<file path="config.mk">
export PLATFORM = sky130hd
export DESIGN_NAME = snn_lif_layer_ctrl
export DESIGN_NICKNAME = d
export VERILOG_FILES = /design/src/rtl/snn_pkg.sv /design/src/rtl/lif_neuron_unit.sv /design/src/rtl/snn_lif_layer_ctrl.sv
export SDC_FILE = /design/constraint.sdc
export NUM_CORES = 2
export LEC_CHECK = 0
export BUFFER_PORTS_ARGS = -buffer_cell sky130_fd_sc_hd__clkbuf_2
export CAP_MARGIN = 40
export CORE_MARGIN = 2
export CORE_UTILIZATION = 30
export DETAILED_ROUTE_END_ITERATION = 12
export GPL_ROUTABILITY_DRIVEN = 0
export PLACE_DENSITY = 0.55
export SLEW_MARGIN = 30
export SYNTH_ARGS = -nofsm -noshare
export SYNTH_HDL_FRONTEND = slang
export SYNTH_SLANG_ARGS = --single-unit
</file>
<file path="constraint.sdc">
create_clock -name clk -period 39.2 [get_ports clk]
set_input_delay 5.88 -clock clk [delete_from_list [all_inputs] [get_ports clk]]
set_output_delay 5.88 -clock clk [all_outputs]
set_load 0.01 [all_outputs]
</file>
<file path="src/rtl/snn_pkg.sv">
// Shared types and helpers for the LIF spiking layer controller.
package snn_pkg;

  typedef enum logic [1:0] {
    ST_IDLE,
    ST_INTEG,
    ST_FIRE,
    ST_OUT
  } state_t;

  localparam int DEF_THRESH     = 100;
  localparam int DEF_LEAK_SHIFT = 4;
  localparam int DEF_REFRAC     = 2;

  // Add two sign-extended operands and clamp to a signed range of 'width' bits.
  function automatic logic signed [31:0] sat_add(
    input logic signed [31:0] a,
    input logic signed [31:0] b,
    input int unsigned        width
  );
    longint sum;
    longint vmax;
    longint vmin;
    sum  = longint'(a) + longint'(b);
    vmax = (longint'(1) <<< (width - 1)) - 1;
    vmin = -vmax - 1;
    if (sum > vmax) begin
      sum = vmax;
    end else if (sum < vmin) begin
      sum = vmin;
    end
    return 32'(sum);
  endfunction

endpackage

</file>
<file path="src/rtl/lif_neuron_unit.sv">
// One leaky integrate-and-fire neuron: membrane, refractory counter, fire decision.
module lif_neuron_unit
  import snn_pkg::*;
#(
  parameter int W_WIDTH    = 8,
  parameter int V_WIDTH    = 16,
  parameter int THRESH     = DEF_THRESH,
  parameter int LEAK_SHIFT = DEF_LEAK_SHIFT,
  parameter int REFRAC     = DEF_REFRAC
) (
  input  logic                      clk,
  input  logic                      reset,
  input  logic                      add_en,
  input  logic signed [W_WIDTH-1:0] w,
  input  logic                      fire_stb,
  output logic                      fire
);

  localparam int RW = (REFRAC > 0) ? $clog2(REFRAC + 1) : 1;

  logic signed [V_WIDTH-1:0] v;
  logic [RW-1:0]             refrac_cnt;
  logic signed [31:0]        v_ext;
  logic signed [31:0]        w_ext;
  logic signed [31:0]        v_sum;
  logic signed [31:0]        v_leak;

  // Saturating accumulate and leak candidates, plus the fire decision.
  always_comb begin
    v_ext  = 32'(v);
    w_ext  = 32'(w);
    v_sum  = sat_add(v_ext, w_ext, V_WIDTH);
    v_leak = sat_add(v_ext, -(v_ext >>> LEAK_SHIFT), V_WIDTH);
    fire   = fire_stb && (refrac_cnt == '0) && (v_leak >= THRESH);
  end

  // Membrane and refractory state update.
  always_ff @(posedge clk or posedge reset) begin
    if (reset) begin
      v          <= '0;
      refrac_cnt <= '0;
    end else if (add_en && (refrac_cnt == '0)) begin
      v <= V_WIDTH'(v_sum);
    end else if (fire_stb) begin
      if (fire) begin
        v          <= '0;
        refrac_cnt <= RW'(REFRAC);
      end else begin
        v <= V_WIDTH'(v_leak);
        if (refrac_cnt != '0) begin
          refrac_cnt <= refrac_cnt - RW'(1);
        end
      end
    end
  end

endmodule

</file>
<file path="src/rtl/snn_lif_layer_ctrl.sv">
// Fully connected LIF layer: sequences one input channel per cycle across all neurons.
module snn_lif_layer_ctrl
  import snn_pkg::*;
#(
  parameter int N_IN       = 8,
  parameter int N_OUT      = 8,
  parameter int W_WIDTH    = 8,
  parameter int V_WIDTH    = 16,
  parameter int THRESH     = DEF_THRESH,
  parameter int LEAK_SHIFT = DEF_LEAK_SHIFT,
  parameter int REFRAC     = DEF_REFRAC,
  localparam int AW        = $clog2(N_IN * N_OUT)
) (
  input  logic               clk,
  input  logic               reset,
  input  logic [N_IN-1:0]    in_spike,
  input  logic               in_valid,
  output logic               in_ready,
  output logic [N_OUT-1:0]   out_spike,
  output logic               out_valid,
  input  logic               out_ready,
  input  logic               w_we,
  input  logic [AW-1:0]      w_addr,
  input  logic [W_WIDTH-1:0] w_data,
  output logic               w_drop
);

  localparam int IW = (N_IN > 1) ? $clog2(N_IN) : 1;

  state_t                    state;
  state_t                    state_next;
  logic [N_IN-1:0]           spike_lat;
  logic [IW-1:0]             idx;
  logic signed [W_WIDTH-1:0] w_mem [N_IN][N_OUT];
  logic [N_OUT-1:0]          fire_vec;
  logic                      last_in;
  logic                      add_en;
  logic                      fire_stb;

  assign last_in   = (idx == IW'(N_IN - 1));
  assign add_en    = (state == ST_INTEG) && spike_lat[idx];
  assign fire_stb  = (state == ST_FIRE);
  assign in_ready  = (state == ST_IDLE) && !reset;
  assign out_valid = (state == ST_OUT);

  // FSM state register.
  always_ff @(posedge clk or posedge reset) begin
    if (reset) begin
      state <= ST_IDLE;
    end else begin
      state <= state_next;
    end
  end

  // FSM next-state: accept, integrate N_IN channels, fire, hold output until taken.
  always_comb begin
    state_next = state;
    unique case (state)
      ST_IDLE:  if (in_valid)  state_next = ST_INTEG;
      ST_INTEG: if (last_in)   state_next = ST_FIRE;
      ST_FIRE:                 state_next = ST_OUT;
      ST_OUT:   if (out_ready) state_next = ST_IDLE;
      default:                 state_next = ST_IDLE;
    endcase
  end

  // Input latch, channel index, output spike register and dropped-write flag.
  always_ff @(posedge clk or posedge reset) begin
    if (reset) begin
      spike_lat <= '0;
      idx       <= '0;
      out_spike <= '0;
      w_drop    <= 1'b0;
    end else begin
      w_drop <= w_we && (state != ST_IDLE);
      if ((state == ST_IDLE) && in_valid) begin
        spike_lat <= in_spike;
        idx       <= '0;
      end
      if ((state == ST_INTEG) && !last_in) begin
        idx <= idx + IW'(1);
      end
      if (state == ST_FIRE) begin
        out_spike <= fire_vec;
      end
    end
  end

  // Weight file: writes land only while idle, so a same-cycle accept sees the new value.
  always_ff @(posedge clk or posedge reset) begin
    if (reset) begin
      for (int unsigned i = 0; i < N_IN; i++) begin
        for (int unsigned j = 0; j < N_OUT; j++) begin
          w_mem[i][j] <= '0;
        end
      end
    end else if (w_we && (state == ST_IDLE)) begin
      for (int unsigned i = 0; i < N_IN; i++) begin
        for (int unsigned j = 0; j < N_OUT; j++) begin
          if (w_addr == AW'(i * N_OUT + j)) begin
            w_mem[i][j] <= w_data;
          end
        end
      end
    end
  end

  for (genvar j = 0; j < N_OUT; j++) begin : g_neuron
    lif_neuron_unit #(
      .W_WIDTH   (W_WIDTH),
      .V_WIDTH   (V_WIDTH),
      .THRESH    (THRESH),
      .LEAK_SHIFT(LEAK_SHIFT),
      .REFRAC    (REFRAC)
    ) u_neuron (
      .clk     (clk),
      .reset   (reset),
      .add_en  (add_en),
      .w       (w_mem[idx][j]),
      .fire_stb(fire_stb),
      .fire    (fire_vec[j])
    );
  end

endmodule
</file>
; Yosys cells after proc, flatten, opt, wreduce, memory -nomap -nowiden
; Index checks and enable logic that the tools add are counted.
[word_totals]
register_bits = 678
latchBits = 0
ramBits = 0
romBits = 0
inputBits = 27
out_inout_bits = 11
word_cells = 463
mem_count = 0
[op_classes]
n_addsub = 33
mul = 0
n_div = 0
n_lt_le_gt_ge = 42
n_eq_ne = 70
shift = 0
n_mux = 83
bitwise = 9
n_reduce_logical = 141
[op_table]
columns = operator, count
row1 = $mux W16, 40
row2 = $mux W32, 16
row3 = $add A16 B32 Y33, 8
row4 = $gt A33 B16 Y1 const B, 8
row5 = $lt A33 B16 Y1 const B, 8
row6 = $ge A32 B8 Y1 const B, 8
row7 = $neg A12 Y32, 8
row8 = $bmux W64 S3, 1
row9 = $eq A6 B6 Y1 const B, 32
row10 = $add A16 B8 Y17, 8
row11 = $gt A17 B16 Y1 const B, 8
row12 = $lt A17 B16 Y1 const B, 8
row13 = $mux W64, 2
row14 = $reduce_and A2 Y1, 64
row15 = $eq A6 B5 Y1 const B, 16
row16 = $reduce_bool A2 Y1, 26
row17 = $eq A6 B4 Y1 const B, 8
row18 = $mux W2, 19
row19 = $logic_and A1 B1 Y1, 30
row20 = $reduce_and A3 Y1, 9
row21 = $eq A6 B3 Y1 const B, 4
row22 = $logic_not A2 Y1, 9
row23 = $sub A2 B1 Y2 const B, 8
row24 = $eq A6 B2 Y1 const B, 2
row25 = 17 further kinds, 28

; Longest topological paths before layout
[logic_depth]
ltp_word = 10
mapped_depth = 24
ltp_nobuf = 22

; Modules after synthesis
; From an unflattened synthesis, not the netlist that was laid out.
[unflattened]
hier_cells = 4485
area_unflattened_um2 = 49495.0
[modules_own_cells]
columns = mod, n_inst, cells_each, area_each_um2, seq_area_each_um2
row1 = snn_lif_layer_ctrl, 1, 1487, 25624.6, 13362.8
row2 = lif_neuron_unit (g_neuron[1].u_neuron ...), 6, 373, 3014.1, 450.4
row3 = lif_neuron_unit (g_neuron[0].u_neuron ...), 2, 380, 2892.8, 450.4

; Least setup slack after synthesis
; No wires, ideal clock.
[synth_path]
kind = input to output
startpoint = input port reset
endpoint = output port in_ready
arrival_ps = 6058
required_ps = 33320
setup_slack_ps = 27262
stages = 1
path_buffers = 0
path_cell_list = nor2b_1
[synth_via]
elab_chain_cells = 2
[synth_lines]
columns = element, line
row1 = "start, declared", snn_lif_layer_ctrl.sv:15  ; input logic reset,
row2 = $logic_not A1 Y1 (no line), n/a
row3 = $logic_and A1 B1 Y1, snn_lif_layer_ctrl.sv:43  ; assign in_ready = (state == ST_IDLE) && !reset;
row4 = "end, declared", snn_lif_layer_ctrl.sv:18  ; output logic in_ready,
; No other way between the ends.

; Worst setup path after layout
; Ends and elaborated chain as after synthesis.

==> impl_metrics.csv <==
group,metric,value,unit
outcome,run_status,"completed",
clocking,cts_root_buffer,"sky130_fd_sc_hd__clkbuf_16",
route,dr_total_vias,32300,
logic_synthesis,post_synth_xor_area_fraction,2.85,%
route,postRouteWirelength,111,mm
sta,min_period_over_period,31.0,%
logic_synthesis,postSynthNetCount,4454,
setup_path,worst_ep_required_time,33.32,ns
logic_synthesis,postSynthRegisterBits,678,
route,remaining_drc_errors,0,
logic_synthesis,postSynth.asyncResetShare,100,%
sta,final-hold-violation-count,0,
logic_synthesis,combinational_family_with_the_most_area_after_synthesis,"multiplexers",
clocking,ctsHtreeMaxLevel,3,
floorplanning,rows,141,
sta,max_freq,82.4,MHz
logic_synthesis,post_synth_fa_ha_maj_area_fraction,8.82,%
floorplanning,initial_utilization,30.1,%
global_routing,via_count_of_the_first_global_routing_pass,32600,
power_and_ir_drop,power_report.internal_total,0.00247,W
setup_path,critPathLaunchType,"primary input",
logic_synthesis,synth_compound_area_share,15.1,%
setup_path,timing.critical_path.from,"reset",
global_routing,global_route.usage.total,14.5,%
setup_path,cp_top_family,"buffers and inverters",
power_and_ir_drop,power.combinational.fraction,59.2,%
power_and_ir_drop,vdd_drop_max,40.2,µV
logic_synthesis,netlist.area_leader.share,38.3,%
route,ant_nets,0,
sta,timing.final.crit_period,12.14,ns
sta,finalSetupTns,0,ns
floorplanning,io_pins,38,
global_routing,met3_usage,1.99,%
logic_synthesis,synth_seq_area_share,38.3,%
route,detailedRoute.firstIterationViolations,2186,
setup_path,max_stage_delay,0.14,ns
logic_synthesis,yosys.area.top_type,"sky130_fd_sc_hd__dfrtp_1",
floorplanning,core_area,147000,µm²
setup_path,timing.setup.critical_path_class,"in2out",
clocking,cts_hold_buf,0,
global_routing,grt_pass1_wl,179,mm
global_routing,pin_count_of_the_biggest_net_entering_global_routing,170,
logic_synthesis,synth_edf_count,0,
clocking,cts_buffers,76,
hold_path,hold_path.class,"reg2reg",
power_and_ir_drop,power.clock.fraction,17.5,%
sta,whs,0.469,ns
sta,slew_viol_final,0,
logic_synthesis,mappedNetlistArea,44300,µm²
setup_path,critical_path.most_common_cell,"sky130_fd_sc_hd__clkbuf_2",
route,detail_route.first_pass.iterations,7,
power_and_ir_drop,p_leak,23.0,nW
logic_synthesis,synthSimpleGateAreaFrac,9.85,%
placed_design,io_buffers,37,
sta,final_setup_violations,0,
finish,multi_input_comb_area,26000,µm²
global_routing,top_usage_layer,"met2",
setup_path,critical_path_cell_by_cell,"clkbuf_2, nor2b_1, clkbuf_2",
setup_path,critPathMaxFanout,2,
finish,areaGrowthSynthToFinish,12.3,%
hold_path,min-delay-start,"g_neuron[2].u_neuron.refrac_cnt[0]$_DFFE_PP0P_",
clocking,clockBufferDepth,3,
floorplanning,dieArea,151000,µm²
setup_path,cp_slowest_cell,"sky130_fd_sc_hd__clkbuf_2",
global_routing,initial_antenna_violation_count,7,
sta,final.setup_skew,0.0143,ns
finish,final_net_count,4465,
finish,layout-drive-gt1-share,23.9,%
route,avgRoutedWirePerCell,18.0,µm
global_routing,grtUsageMet2,23.3,%
floorplanning,vert_die_dim,388,µm
clocking,post-cts-setup-buffer-count,0,
clocking,clkSinkCount,678,
logic_synthesis,synthDistinctLibCells,93,
logic_synthesis,post_synth_inst_count,4133,
clocking,cts_resized,0,
logic_synthesis,ys.warnings.count,0,
clocking,clk_latency,0.63,ns
logic_synthesis,synth_top_flop_cell,"sky130_fd_sc_hd__dfrtp_1",
power_and_ir_drop,p_switching,0.00198,W
power_and_ir_drop,p_per_area,89.6,nW/µm²
setup_path,arrival,6.26,ns
setup_path,crit_buf_inv,2,
sta,slew_headroom,44.5,%
job,timing.max_cap.violations,0,
floorplanning,dieWidth,388,µm
sta,setup_repair_after_global_routing_missed_its_margin,"false",
global_routing,gr-usage-met1,20.6,%
finish,nFillCells,14900,
setup_path,endpoint_class_of_the_critical_path,"primary output",
sta,tightest_slew,0.811,ns
setup_path,timing.rr.start,"g_neuron[1].u_neuron.v[6]$_DFFE_PP0P_",
logic_synthesis,synth.area.top_cells,"sky130_fd_sc_hd__dfrtp_1 38%, sky130_fd_sc_hd__mux2_2 15%, sky130_fd_sc_hd__ha_1 7.6%, sky130_fd_sc_hd__mux4_2 6.6%, sky130_fd_sc_hd__nor2_1 2.6%",
clocking,clk_slew_on_worst_s_h_paths,0.05,ns
placed_design,hpwl,78.1,mm
finish,register_area,17000,µm²
logic_synthesis,post_synthesis_average_cell_area,10.7,µm²
clocking,tritoncts_clock_tree,"yes",
power_and_ir_drop,power_frac_seq,23.4,%
route,via_per_inst,5.26,
power_and_ir_drop,switching_share,44.5,%
global_routing,grt-ovfl-total,0,
logic_synthesis,post_synthesis_mux_area_share,22.0,%
metrics by stage:
step | util [%] | std cells | power [W] | setup WS [ns] | area, µm²
5_1_grt | 33.8 | 6137 | 0.00485 | 27.04 | 49800
3_3_place_gp | 31.6 | 5958 | 0.00362 | 27.03 | 46500
6_report | 33.8 | 6139 | 0.00446 | 27.06 | 49800
3_5_place_dp | 31.8 | 5979 | 0.00367 | 27.05 | 46800
4_1_cts | 33.7 | 6120 | 0.00447 | 27.05 | 49500
2_1_floorplan | - | 4133 | 0.00306 | 14.31 | 44300
synth_stat cells, types with 14 or more instances:
library cell and count:
sky130_fd_sc_hd__o2111ai_1 16, sky130_fd_sc_hd__fa_1 24, sky130_fd_sc_hd__mux2_2 583, sky130_fd_sc_hd__a211oi_1 39, sky130_fd_sc_hd__o21ai_0 132, sky130_fd_sc_hd__a31oi_1 38
sky130_fd_sc_hd__o211ai_1 50, sky130_fd_sc_hd__nand2b_1 51, sky130_fd_sc_hd__a21oi_1 216, sky130_fd_sc_hd__and2_1 24, sky130_fd_sc_hd__clkbuf_1 133, sky130_fd_sc_hd__mux4_2 130
sky130_fd_sc_hd__o21a_1 76, sky130_fd_sc_hd__nor2_1 312, sky130_fd_sc_hd__o21bai_1 32, sky130_fd_sc_hd__a211o_1 14, sky130_fd_sc_hd__xor2_1 51, sky130_fd_sc_hd__ha_1 270
sky130_fd_sc_hd__nand3_1 42, sky130_fd_sc_hd__buf_1 36, sky130_fd_sc_hd__o31a_1 14, sky130_fd_sc_hd__or3_1 18, sky130_fd_sc_hd__nor2b_1 44, sky130_fd_sc_hd__nand2_1 236
sky130_fd_sc_hd__dfrtp_1 678, sky130_fd_sc_hd__a221oi_1 16, sky130_fd_sc_hd__o221ai_1 29, sky130_fd_sc_hd__or2_2 15, sky130_fd_sc_hd__a21o_1 78, sky130_fd_sc_hd__mux2i_1 20
sky130_fd_sc_hd__a2111o_1 16, sky130_fd_sc_hd__nand4_1 23, sky130_fd_sc_hd__nor3_1 83, sky130_fd_sc_hd__inv_1 184, sky130_fd_sc_hd__o21ai_1 80, sky130_fd_sc_hd__xnor2_1 93
layout by cell type, fill, tap and decap left out, drive strengths merged, types with 19 or more instances in the layout:
master and instances:
ha 270, inv 193, mux2 589, o21ai 212, o211ai 58, a31oi 38, mux4 130, nor2 312
o21bai 32, nor3 83, nand2b 51, nand3 42, nor2b 44, a21o 78, mux2i 20, or2 26
nand4 23, a211oi 39, nand2 236, fa 24, a21oi 218, o221ai 29, dfrtp 678, o21a 76
xor2 51, and2 24, clkinv 19, xnor2 93, buf 63, clkbuf 142
worst reg2reg max path, cell delays in order, from the launching register on:
cell,delay [ns]
sky130_fd_sc_hd__dfrtp_1,0.45
sky130_fd_sc_hd__inv_1,0.07
sky130_fd_sc_hd__ha_1,0.32
sky130_fd_sc_hd__nor2b_1,0.17
sky130_fd_sc_hd__o31a_1,0.31
sky130_fd_sc_hd__o31ai_1,0.41
sky130_fd_sc_hd__a31oi_1,0.22
sky130_fd_sc_hd__a21o_1,0.24
sky130_fd_sc_hd__a21o_1,0.20
sky130_fd_sc_hd__fa_1,0.48
sky130_fd_sc_hd__a211o_1,0.27
sky130_fd_sc_hd__ha_1,0.67
sky130_fd_sc_hd__nor3_1,0.16
sky130_fd_sc_hd__or3_1,0.40
sky130_fd_sc_hd__a31oi_1,0.21
sky130_fd_sc_hd__nand3_1,0.09
sky130_fd_sc_hd__a2111oi_0,0.57
sky130_fd_sc_hd__or2_1,0.24
sky130_fd_sc_hd__a21oi_1,0.15
sky130_fd_sc_hd__buf_2,0.26
sky130_fd_sc_hd__o211ai_1,0.19
power by group through the flow:
stage	combinational (W)	clock (W)	sequential (W)
after floorplan	0.00209	0	0.000972
after global placement	0.00257	0	0.00105
after detailed placement	0.00262	0	0.00106
after CTS	0.00263	0.000799	0.00104
after global routing	0.00295	0.000827	0.00107
final	0.00264	0.000779	0.00104
per-layer routing:
layer  routed length [µm]  up-vias
li1                     -    15400
met1                54200    16200
met2                50400      457
met3                 3680      143
met4                 2300       10
met5                   68        -
worst paths after layout:
check	endpoint	slack [ns]	cells past startpoint
setup / recovery	in_ready	27.06	3
hold / removal	g_neuron[2].u_neuron.refrac_cnt[0]$_DFFE_PP0P_	0.47	1
setup reg to reg	g_neuron[1].u_neuron.v[6]$_DFFE_PP0P_	33.02	20
hold reg to reg	g_neuron[2].u_neuron.refrac_cnt[0]$_DFFE_PP0P_	0.47	1
max in group asynchronous	w_mem[38]$_DFFE_PP0P_	31.90	6
min in group asynchronous	g_neuron[2].u_neuron.v[11]$_DFFE_PP0P_	5.21	2
flip-flops by register name (all words and copies together), names as in the netlist:
register / cells
out_spike: 8
w_drop: 1
g_neuron.u_neuron.refrac_cnt: 16
g_neuron.u_neuron.v: 128
idx: 3
w_mem: 512
spike_lat: 8
state: 2
logic make-up after synthesis:
family,count (synthesis)
DFF,678
muxes,739
AOI/OAI and AO/OA,984
buffers and inverters,363
adders and majority gates,299
and+or+nand+nor,926
xor gates and xnor gates,144
final cells by class:
type                            count  share of cell area, %
Timing Repair Buffer              106                   1.79
Inverter                          190                   1.45
Sequential cell                   678                   34.1
Tap cell                         1930                   4.85
Antenna cell                        2                 0.0101
Multi-Input combinational cell   3092                   52.3
Clock inverter                     42                   1.19
Clock buffer                       99                   4.28
Power figures use the tool's default switching activity.
